File: config.mk
export PLATFORM = sky130hd
export DESIGN_NAME = alu_arb_pwr_ctrl_flat
export DESIGN_NICKNAME = d
export VERILOG_FILES = /design/src/rtl/alu_arb_pwr_ctrl_if.sv /design/src/rtl/alu_arb_pwr_ctrl.sv /design/src/flat_wrapper.sv
export SDC_FILE = /design/constraint.sdc
export NUM_CORES = 1
export LEC_CHECK = 0
export CAP_MARGIN = 20
export CORE_MARGIN = 2
export CORE_UTILIZATION = 39
export CTS_CLUSTER_SIZE = 16
export DETAILED_ROUTE_END_ITERATION = 16
export PLACE_DENSITY_LB_ADDON = 0.25
export SLEW_MARGIN = 30
export SYNTH_ARGS = -nofsm -noshare
export SYNTH_HDL_FRONTEND = slang
export SYNTH_SLANG_ARGS = --single-unit
export TNS_END_PERCENT = 20
File: constraint.sdc
create_clock -name clk -period 1.96 [get_ports clk]
set_input_delay 0.392 -clock clk [delete_from_list [all_inputs] [get_ports clk]]
set_output_delay 0.392 -clock clk [all_outputs]
set_load 0.005 [all_outputs]
File: src/rtl/alu_arb_pwr_ctrl_if.sv
// rtl/alu_arb_pwr_ctrl_if.sv - request/response and ALU-side bundle for the ALU front-end controller
interface alu_arb_pwr_ctrl_if;
   logic        req0_valid;
   logic        req0_ready;
   logic [15:0] req0_a;
   logic [15:0] req0_b;
   logic [3:0]  req0_op;
   logic        req1_valid;
   logic        req1_ready;
   logic [15:0] req1_a;
   logic [15:0] req1_b;
   logic [3:0]  req1_op;
   logic        rsp0_valid;
   logic        rsp1_valid;
   logic [15:0] rsp_data;
   logic        rsp_err;
   logic        alu_pwr_en;
   logic        iso_en;
   logic [15:0] alu_a;
   logic [15:0] alu_b;
   logic [3:0]  alu_opcode;
   logic        alu_start;
   logic        alu_busy;
   logic [15:0] alu_result;

   // Environment view: requesters plus the ALU itself.
   modport master (
      output req0_valid, req0_a, req0_b, req0_op,
      output req1_valid, req1_a, req1_b, req1_op,
      output alu_busy, alu_result,
      input  req0_ready, req1_ready, rsp0_valid, rsp1_valid, rsp_data, rsp_err,
      input  alu_pwr_en, iso_en, alu_a, alu_b, alu_opcode, alu_start
   );

   modport slave (
      input  req0_valid, req0_a, req0_b, req0_op,
      input  req1_valid, req1_a, req1_b, req1_op,
      input  alu_busy, alu_result,
      output req0_ready, req1_ready, rsp0_valid, rsp1_valid, rsp_data, rsp_err,
      output alu_pwr_en, iso_en, alu_a, alu_b, alu_opcode, alu_start
   );
endinterface

File: src/rtl/alu_arb_pwr_ctrl.sv
// rtl/alu_arb_pwr_ctrl.sv - round-robin front end and power sequencer for the shared multi-cycle ALU
module alu_arb_pwr_ctrl #(
   parameter int IDLE_TIMEOUT = 16,
   parameter int PWR_SETTLE   = 4,
   parameter int WDOG_LIMIT   = 15
) (
   input  logic               clk,
   input  logic               rst_n,
   alu_arb_pwr_ctrl_if.slave  bus
);
   typedef enum logic [2:0] {
      S_OFF, S_PWR_UP, S_READY, S_ISSUE, S_WAIT, S_RESP, S_ISO
   } state_t;

   localparam int         CNT_W          = 16;
   localparam logic [3:0] OP_ILLEGAL_MIN = 4'b1010;

   state_t             state_q, state_d;
   logic [CNT_W-1:0]   cnt_q, cnt_d;
   logic               last_grant_q, last_grant_d;
   logic               owner_q, owner_d;
   logic               grant0, grant1, accept, acc_sel;
   logic [15:0]        acc_a, acc_b;
   logic [3:0]         acc_op;
   logic               rsp_load;
   logic [15:0]        rsp_data_d;
   logic               rsp_err_d;
   logic               iso_d;

   // last_grant_q=1 means req1 was served last, so req0 wins the next tie.
   assign grant0  = bus.req0_valid & (~bus.req1_valid | last_grant_q);
   assign grant1  = bus.req1_valid & (~bus.req0_valid | ~last_grant_q);
   assign accept  = (state_q == S_READY) & (grant0 | grant1);
   assign acc_sel = grant1;
   assign acc_a   = acc_sel ? bus.req1_a  : bus.req0_a;
   assign acc_b   = acc_sel ? bus.req1_b  : bus.req0_b;
   assign acc_op  = acc_sel ? bus.req1_op : bus.req0_op;

   assign bus.req0_ready = (state_q == S_READY) & grant0;
   assign bus.req1_ready = (state_q == S_READY) & grant1;

   always_comb begin
      state_d      = state_q;
      cnt_d        = cnt_q + 1'b1;
      owner_d      = owner_q;
      last_grant_d = last_grant_q;
      rsp_load     = 1'b0;
      rsp_data_d   = 16'h0000;
      rsp_err_d    = 1'b0;
      case (state_q)
         S_OFF: begin
            cnt_d = '0;
            if (bus.req0_valid | bus.req1_valid) state_d = S_PWR_UP;
         end
         S_PWR_UP: begin
            if (cnt_q == CNT_W'(PWR_SETTLE - 1)) state_d = S_READY;
         end
         S_READY: begin
            if (accept) begin
               owner_d      = acc_sel;
               last_grant_d = acc_sel;
               if (acc_op >= OP_ILLEGAL_MIN) begin
                  state_d   = S_RESP;
                  rsp_load  = 1'b1;
                  rsp_err_d = 1'b1;
               end else begin
                  state_d = S_ISSUE;
               end
            end else if (cnt_q == CNT_W'(IDLE_TIMEOUT - 1)) begin
               state_d = S_ISO;
            end
         end
         S_ISSUE: state_d = S_WAIT;
         S_WAIT: begin
            if (!bus.alu_busy) begin
               state_d    = S_RESP;
               rsp_load   = 1'b1;
               rsp_data_d = bus.alu_result;
            end else if (cnt_q == CNT_W'(WDOG_LIMIT - 1)) begin
               state_d   = S_RESP;
               rsp_load  = 1'b1;
               rsp_err_d = 1'b1;
            end
         end
         S_RESP:  state_d = S_READY;
         S_ISO:   state_d = S_OFF;
         default: state_d = S_OFF;
      endcase
      // One counter serves settle, idle and watchdog; every state change restarts it.
      if (state_d != state_q) cnt_d = '0;
   end

   assign iso_d = ~((state_d == S_READY) | (state_d == S_ISSUE) |
                    (state_d == S_WAIT)  | (state_d == S_RESP));

   always_ff @(posedge clk or negedge rst_n) begin
      if (!rst_n) begin
         state_q      <= S_OFF;
         cnt_q        <= '0;
         last_grant_q <= 1'b1;
         owner_q      <= 1'b0;
      end else begin
         state_q      <= state_d;
         cnt_q        <= cnt_d;
         last_grant_q <= last_grant_d;
         owner_q      <= owner_d;
      end
   end

   // Outputs are registered off the next state so they line up with the state they describe.
   always_ff @(posedge clk or negedge rst_n) begin
      if (!rst_n) begin
         bus.alu_pwr_en <= 1'b0;
         bus.iso_en     <= 1'b1;
         bus.alu_start  <= 1'b0;
         bus.rsp0_valid <= 1'b0;
         bus.rsp1_valid <= 1'b0;
         bus.rsp_data   <= 16'h0000;
         bus.rsp_err    <= 1'b0;
         bus.alu_a      <= 16'h0000;
         bus.alu_b      <= 16'h0000;
         bus.alu_opcode <= 4'h0;
      end else begin
         bus.alu_pwr_en <= (state_d != S_OFF);
         bus.iso_en     <= iso_d;
         bus.alu_start  <= (state_d == S_ISSUE);
         bus.rsp0_valid <= (state_d == S_RESP) & ~owner_d;
         bus.rsp1_valid <= (state_d == S_RESP) &  owner_d;
         if (rsp_load) begin
            bus.rsp_data <= rsp_data_d;
            bus.rsp_err  <= rsp_err_d;
         end
         if (accept) begin
            bus.alu_a      <= acc_a;
            bus.alu_b      <= acc_b;
            bus.alu_opcode <= acc_op;
         end
      end
   end
endmodule
File: src/flat_wrapper.sv
// flat-port wrapper written by rule: the top's interface ports become plain ports
module alu_arb_pwr_ctrl_flat 
#(
   parameter int IDLE_TIMEOUT = 16,
   parameter int PWR_SETTLE   = 4,
   parameter int WDOG_LIMIT   = 15
)
  (clk, rst_n, bus_req0_valid, bus_req0_a, bus_req0_b, bus_req0_op, bus_req1_valid, bus_req1_a, bus_req1_b, bus_req1_op, bus_alu_busy, bus_alu_result, bus_req0_ready, bus_req1_ready, bus_rsp0_valid, bus_rsp1_valid, bus_rsp_data, bus_rsp_err, bus_alu_pwr_en, bus_iso_en, bus_alu_a, bus_alu_b, bus_alu_opcode, bus_alu_start);
  alu_arb_pwr_ctrl_if bus_i ();
  input  logic clk;
  input  logic rst_n;
  input wire logic [$bits(bus_i.req0_valid)-1:0] bus_req0_valid;
  input wire logic [$bits(bus_i.req0_a)-1:0] bus_req0_a;
  input wire logic [$bits(bus_i.req0_b)-1:0] bus_req0_b;
  input wire logic [$bits(bus_i.req0_op)-1:0] bus_req0_op;
  input wire logic [$bits(bus_i.req1_valid)-1:0] bus_req1_valid;
  input wire logic [$bits(bus_i.req1_a)-1:0] bus_req1_a;
  input wire logic [$bits(bus_i.req1_b)-1:0] bus_req1_b;
  input wire logic [$bits(bus_i.req1_op)-1:0] bus_req1_op;
  input wire logic [$bits(bus_i.alu_busy)-1:0] bus_alu_busy;
  input wire logic [$bits(bus_i.alu_result)-1:0] bus_alu_result;
  output wire logic [$bits(bus_i.req0_ready)-1:0] bus_req0_ready;
  output wire logic [$bits(bus_i.req1_ready)-1:0] bus_req1_ready;
  output wire logic [$bits(bus_i.rsp0_valid)-1:0] bus_rsp0_valid;
  output wire logic [$bits(bus_i.rsp1_valid)-1:0] bus_rsp1_valid;
  output wire logic [$bits(bus_i.rsp_data)-1:0] bus_rsp_data;
  output wire logic [$bits(bus_i.rsp_err)-1:0] bus_rsp_err;
  output wire logic [$bits(bus_i.alu_pwr_en)-1:0] bus_alu_pwr_en;
  output wire logic [$bits(bus_i.iso_en)-1:0] bus_iso_en;
  output wire logic [$bits(bus_i.alu_a)-1:0] bus_alu_a;
  output wire logic [$bits(bus_i.alu_b)-1:0] bus_alu_b;
  output wire logic [$bits(bus_i.alu_opcode)-1:0] bus_alu_opcode;
  output wire logic [$bits(bus_i.alu_start)-1:0] bus_alu_start;
  assign bus_i.req0_valid = bus_req0_valid;
  assign bus_i.req0_a = bus_req0_a;
  assign bus_i.req0_b = bus_req0_b;
  assign bus_i.req0_op = bus_req0_op;
  assign bus_i.req1_valid = bus_req1_valid;
  assign bus_i.req1_a = bus_req1_a;
  assign bus_i.req1_b = bus_req1_b;
  assign bus_i.req1_op = bus_req1_op;
  assign bus_i.alu_busy = bus_alu_busy;
  assign bus_i.alu_result = bus_alu_result;
  assign bus_req0_ready = bus_i.req0_ready;
  assign bus_req1_ready = bus_i.req1_ready;
  assign bus_rsp0_valid = bus_i.rsp0_valid;
  assign bus_rsp1_valid = bus_i.rsp1_valid;
  assign bus_rsp_data = bus_i.rsp_data;
  assign bus_rsp_err = bus_i.rsp_err;
  assign bus_alu_pwr_en = bus_i.alu_pwr_en;
  assign bus_iso_en = bus_i.iso_en;
  assign bus_alu_a = bus_i.alu_a;
  assign bus_alu_b = bus_i.alu_b;
  assign bus_alu_opcode = bus_i.alu_opcode;
  assign bus_alu_start = bus_i.alu_start;
  alu_arb_pwr_ctrl #(.IDLE_TIMEOUT(IDLE_TIMEOUT), .PWR_SETTLE(PWR_SETTLE), .WDOG_LIMIT(WDOG_LIMIT)) u_core (.clk(clk), .rst_n(rst_n), .bus(bus_i));
endmodule
==> flow_summary_export.csv <==
group,metric,value,unit
clocking,cts_tree,"built",
die,die_width,100.6,um
setup_path,end_kind,"register",
synthesis,seq_area_frac_synth,0.5438,
grt,antenna_found_initial,0,
placed_design,numPortBuffers,152,
synthesis,ys.flop_type,"dfrtp_1",
clocking,cts_max_path_buffers,2,
timing,max_freq,511.2,MHz
setup_path,reg2reg_to,"u_core.bus.rsp_data[14]$_DFFE_PN0P_",
min_path,hold_path.class,"in2reg",
synthesis,synth_edf_count,0,
setup_path,crit_start,"u_core.last_grant_q$_DFFE_PN1P_",
clocking,numCtsBuffers,9,
grt,grt_pass1_wl,14990,um
layout,diodes,0,
drt,wl_per_cell,15.31,um
synthesis,syn_area_per_cell,10.93,um^2
grt,grt_max_degree,75,
die,dieArea,10120,um^2
power_and_ir_drop,clock_power_share,0.166,
timing,slew_headroom,0.5927,
timing,worst_pin_slew,611.0,ps
job,cap_violations,0,
synthesis,synthDistinctLibCells,44,
timing,fin_skew,12.61,ps
die,row_count,35,
clocking,clockRootBuffer,"clkbuf_8",
setup_path,worstPathArrival,2190,ps
setup_path,reg2regPathDepth,7,
setup_path,r2r-start,"u_core.last_grant_q$_DFFE_PN1P_",
timing,slew_violations,0,
drt,first_iter_violations,64,
synthesis,synth_nets,428,
placed_design,routabilityCongestion,0.8680,
synthesis,synth_cells,333,
setup_path,critPathMaxFanout,5,
setup_path,worstSetupEndpoint,"u_core.bus.rsp_data[14]$_DFFE_PN0P_",
run_status,outcome,"completed",
timing,setup_viol,0,
drt,vias_per_cell,4.866,
die,initial_core_util,0.3977,
power_and_ir_drop,switchingPower,2.135,mW
drt,ant_nets,0,
synthesis,async_flop_share,1.000,
grt,grt_pass1_vias,3050,
setup_path,reg2reg_slack,4,ps
power_and_ir_drop,cellPowerDensity,1101,nW/um^2
layout,final-seq-area,1979,um^2
clocking,path_clk_slew,80,ps
power_and_ir_drop,pwr-share-seq,0.366,
layout,final_nets,614,
layout,layout_commonest_cell,"clkdlybuf4s50_1",
power_and_ir_drop,vdd_drop_max,0.0006696,V
setup_path,cp-start-kind,"register",
timing,min_period,1956,ps
power_and_ir_drop,p_int,4.417,mW
synthesis,yosysWarnings,0,
timing,fin_crit_sh,0.9981,
power_and_ir_drop,switching_share,0.3259,
grt,grt_usage,0.1896,
synthesis,synth_area,3640,um^2
power_and_ir_drop,comb_power_share,0.468,
die,ios,153,
layout,multi_input_area,1682,um^2
layout,final_cell_mix,"144 x clkdlybuf4s50_1, 77 x dfrtp_1, 41 x nand2_1",
synthesis,synth-seq-cells,79,
clocking,htree_levels,3,
placed_design,dp_hpwl,7111,um
layout,nFillCells,731,
die,core,9153,um^2
die,die_h,100.6,um
layout,drive_above_1_share,0.1794,
drt,num_vias,3090,
timing,fin_tns_setup,0,ps
drt,wirelength,9725,um
power_and_ir_drop,leakage,2.635,nW
timing,fin_hold_ws,451.8,ps
setup_path,crit_type,"reg2reg",
timing,finalHoldViolations,0,
grt,grt_overflow,0,
drt,drc,0,
drt,drt_pass1_iterations,4,
timing,grt_setup_unrepaired,"yes",
setup_path,crit_required,2200,ps
clocking,cts_num_sinks,79,
clocking,clock_latency,350,ps
layout,area_growth_syn_to_layout,63.53,%
worst min-delay path by stage:
stage	cells past startpoint	start	slack (ps)	endpoint
2_1_floorplan	0	rst_n	100	u_core.bus.alu_a[0]$_DFFE_PN0N_
3_3_place_gp	1	rst_n	360	u_core.bus.alu_a[12]$_DFFE_PN0N_
3_5_place_dp	1	rst_n	360	u_core.bus.alu_a[10]$_DFFE_PN0N_
4_1_cts	2	u_core.bus.alu_a[6]$_DFFE_PN0N_	490	u_core.bus.alu_a[6]$_DFFE_PN0N_
5_1_grt	3	bus_req1_op[3]	440	u_core.bus.alu_opcode[3]$_DFFE_PN0N_
6_report	3	bus_req1_op[3]	450	u_core.bus.alu_opcode[3]$_DFFE_PN0N_
area by class of cell:
cell class,count,share of cell area
clock buffer,11,0.02375
clock inverter,5,0.005676
inverter,9,0.005676
multi-input combinational,226,0.2825
sequential,79,0.3326
tap,111,0.02333
timing repair buffer,194,0.3265
state kept, by name, indices dropped and copies added, names as in the netlist:
signal,cells
u_core.bus.alu_a,16
u_core.bus.alu_b,16
u_core.bus.rsp_data,16
u_core.cnt_q,16
u_core.bus.alu_opcode,4
u_core.state_q,3
u_core.bus.alu_pwr_en,1
u_core.bus.alu_start,1
u_core.bus.iso_en,1
u_core.bus.rsp0_valid,1
u_core.bus.rsp1_valid,1
u_core.bus.rsp_err,1
u_core.last_grant_q,1
u_core.owner_q,1
critical path: stages, from the launching register on:
cell and delay, ps:
dfstp_2 580, a21boi_4 70, mux2_4 310, buf_6 130, o221ai_4 230, o21ai_4 140
clkbuf_16 180, a22o_1 200
metrics by stage:
step,total power [mW],area (um^2),utilization,cells,setup slack (ps)
6_report,6.553,5952,0.6503,635,3.775
3_5_place_dp,5.214,5527,0.6038,609,-499.7
2_1_floorplan,3.655,3646,-,333,8.093
3_3_place_gp,5.131,5527,0.6038,609,-408.5
5_1_grt,6.985,5952,0.6503,635,-61.59
4_1_cts,6.359,5779,0.6314,629,-19.25
cell families after synthesis:
family                     share of synthesized area
xor gates and xnor gates                     0.03850
AOI/OAI and AO/OA                             0.1262
buffers and inverters                        0.03334
adders and majority gates                   0.006874
DFF                                           0.5438
muxes                                         0.1021
and+or+nand+nor                               0.1492
cells in the mapped netlist, types with 7 or more instances:
cell      instances  area (um^2)
dfrtp_1          77         1927
nand2_1          41        153.9
mux2i_1          36        360.4
o21ai_0          33        165.2
a22o_1           16        140.1
nor2_1           16        60.06
xnor2_1          12        105.1
clkbuf_1         10        37.54
o21ai_1          10        50.05
inv_1             9        33.78
nor2_4            8        90.09
buf_2             7        35.03
nand3_1           7        35.03
power by group through the flow:
stage | clock, mW | sequential (mW) | combinational [mW]
6_report | 1.08 | 2.40 | 3.07
5_1_grt | 1.19 | 2.47 | 3.33
4_1_cts | 1.12 | 2.41 | 2.83
3_5_place_dp | 0 | 2.44 | 2.77
3_3_place_gp | 0 | 2.43 | 2.70
2_1_floorplan | 0 | 2.45 | 1.21
routing by layer:
layer,track usage,part of all wire
met5,0,0
met3,0.05340,0.073
met4,0.04847,0.0084
met1,0.2423,0.43
met2,0.3179,0.49
repair_timing:
item,CTS,global route
setup endpoints to repair,35,34
pin swaps,1,23
setup buffers,3,3
gates resized for setup,14,26
endpoints found under the hold margin,31,0
gates cloned,0,3
hold buffers,1,0
No activity file was read; power rests on OpenSTA's default activity.
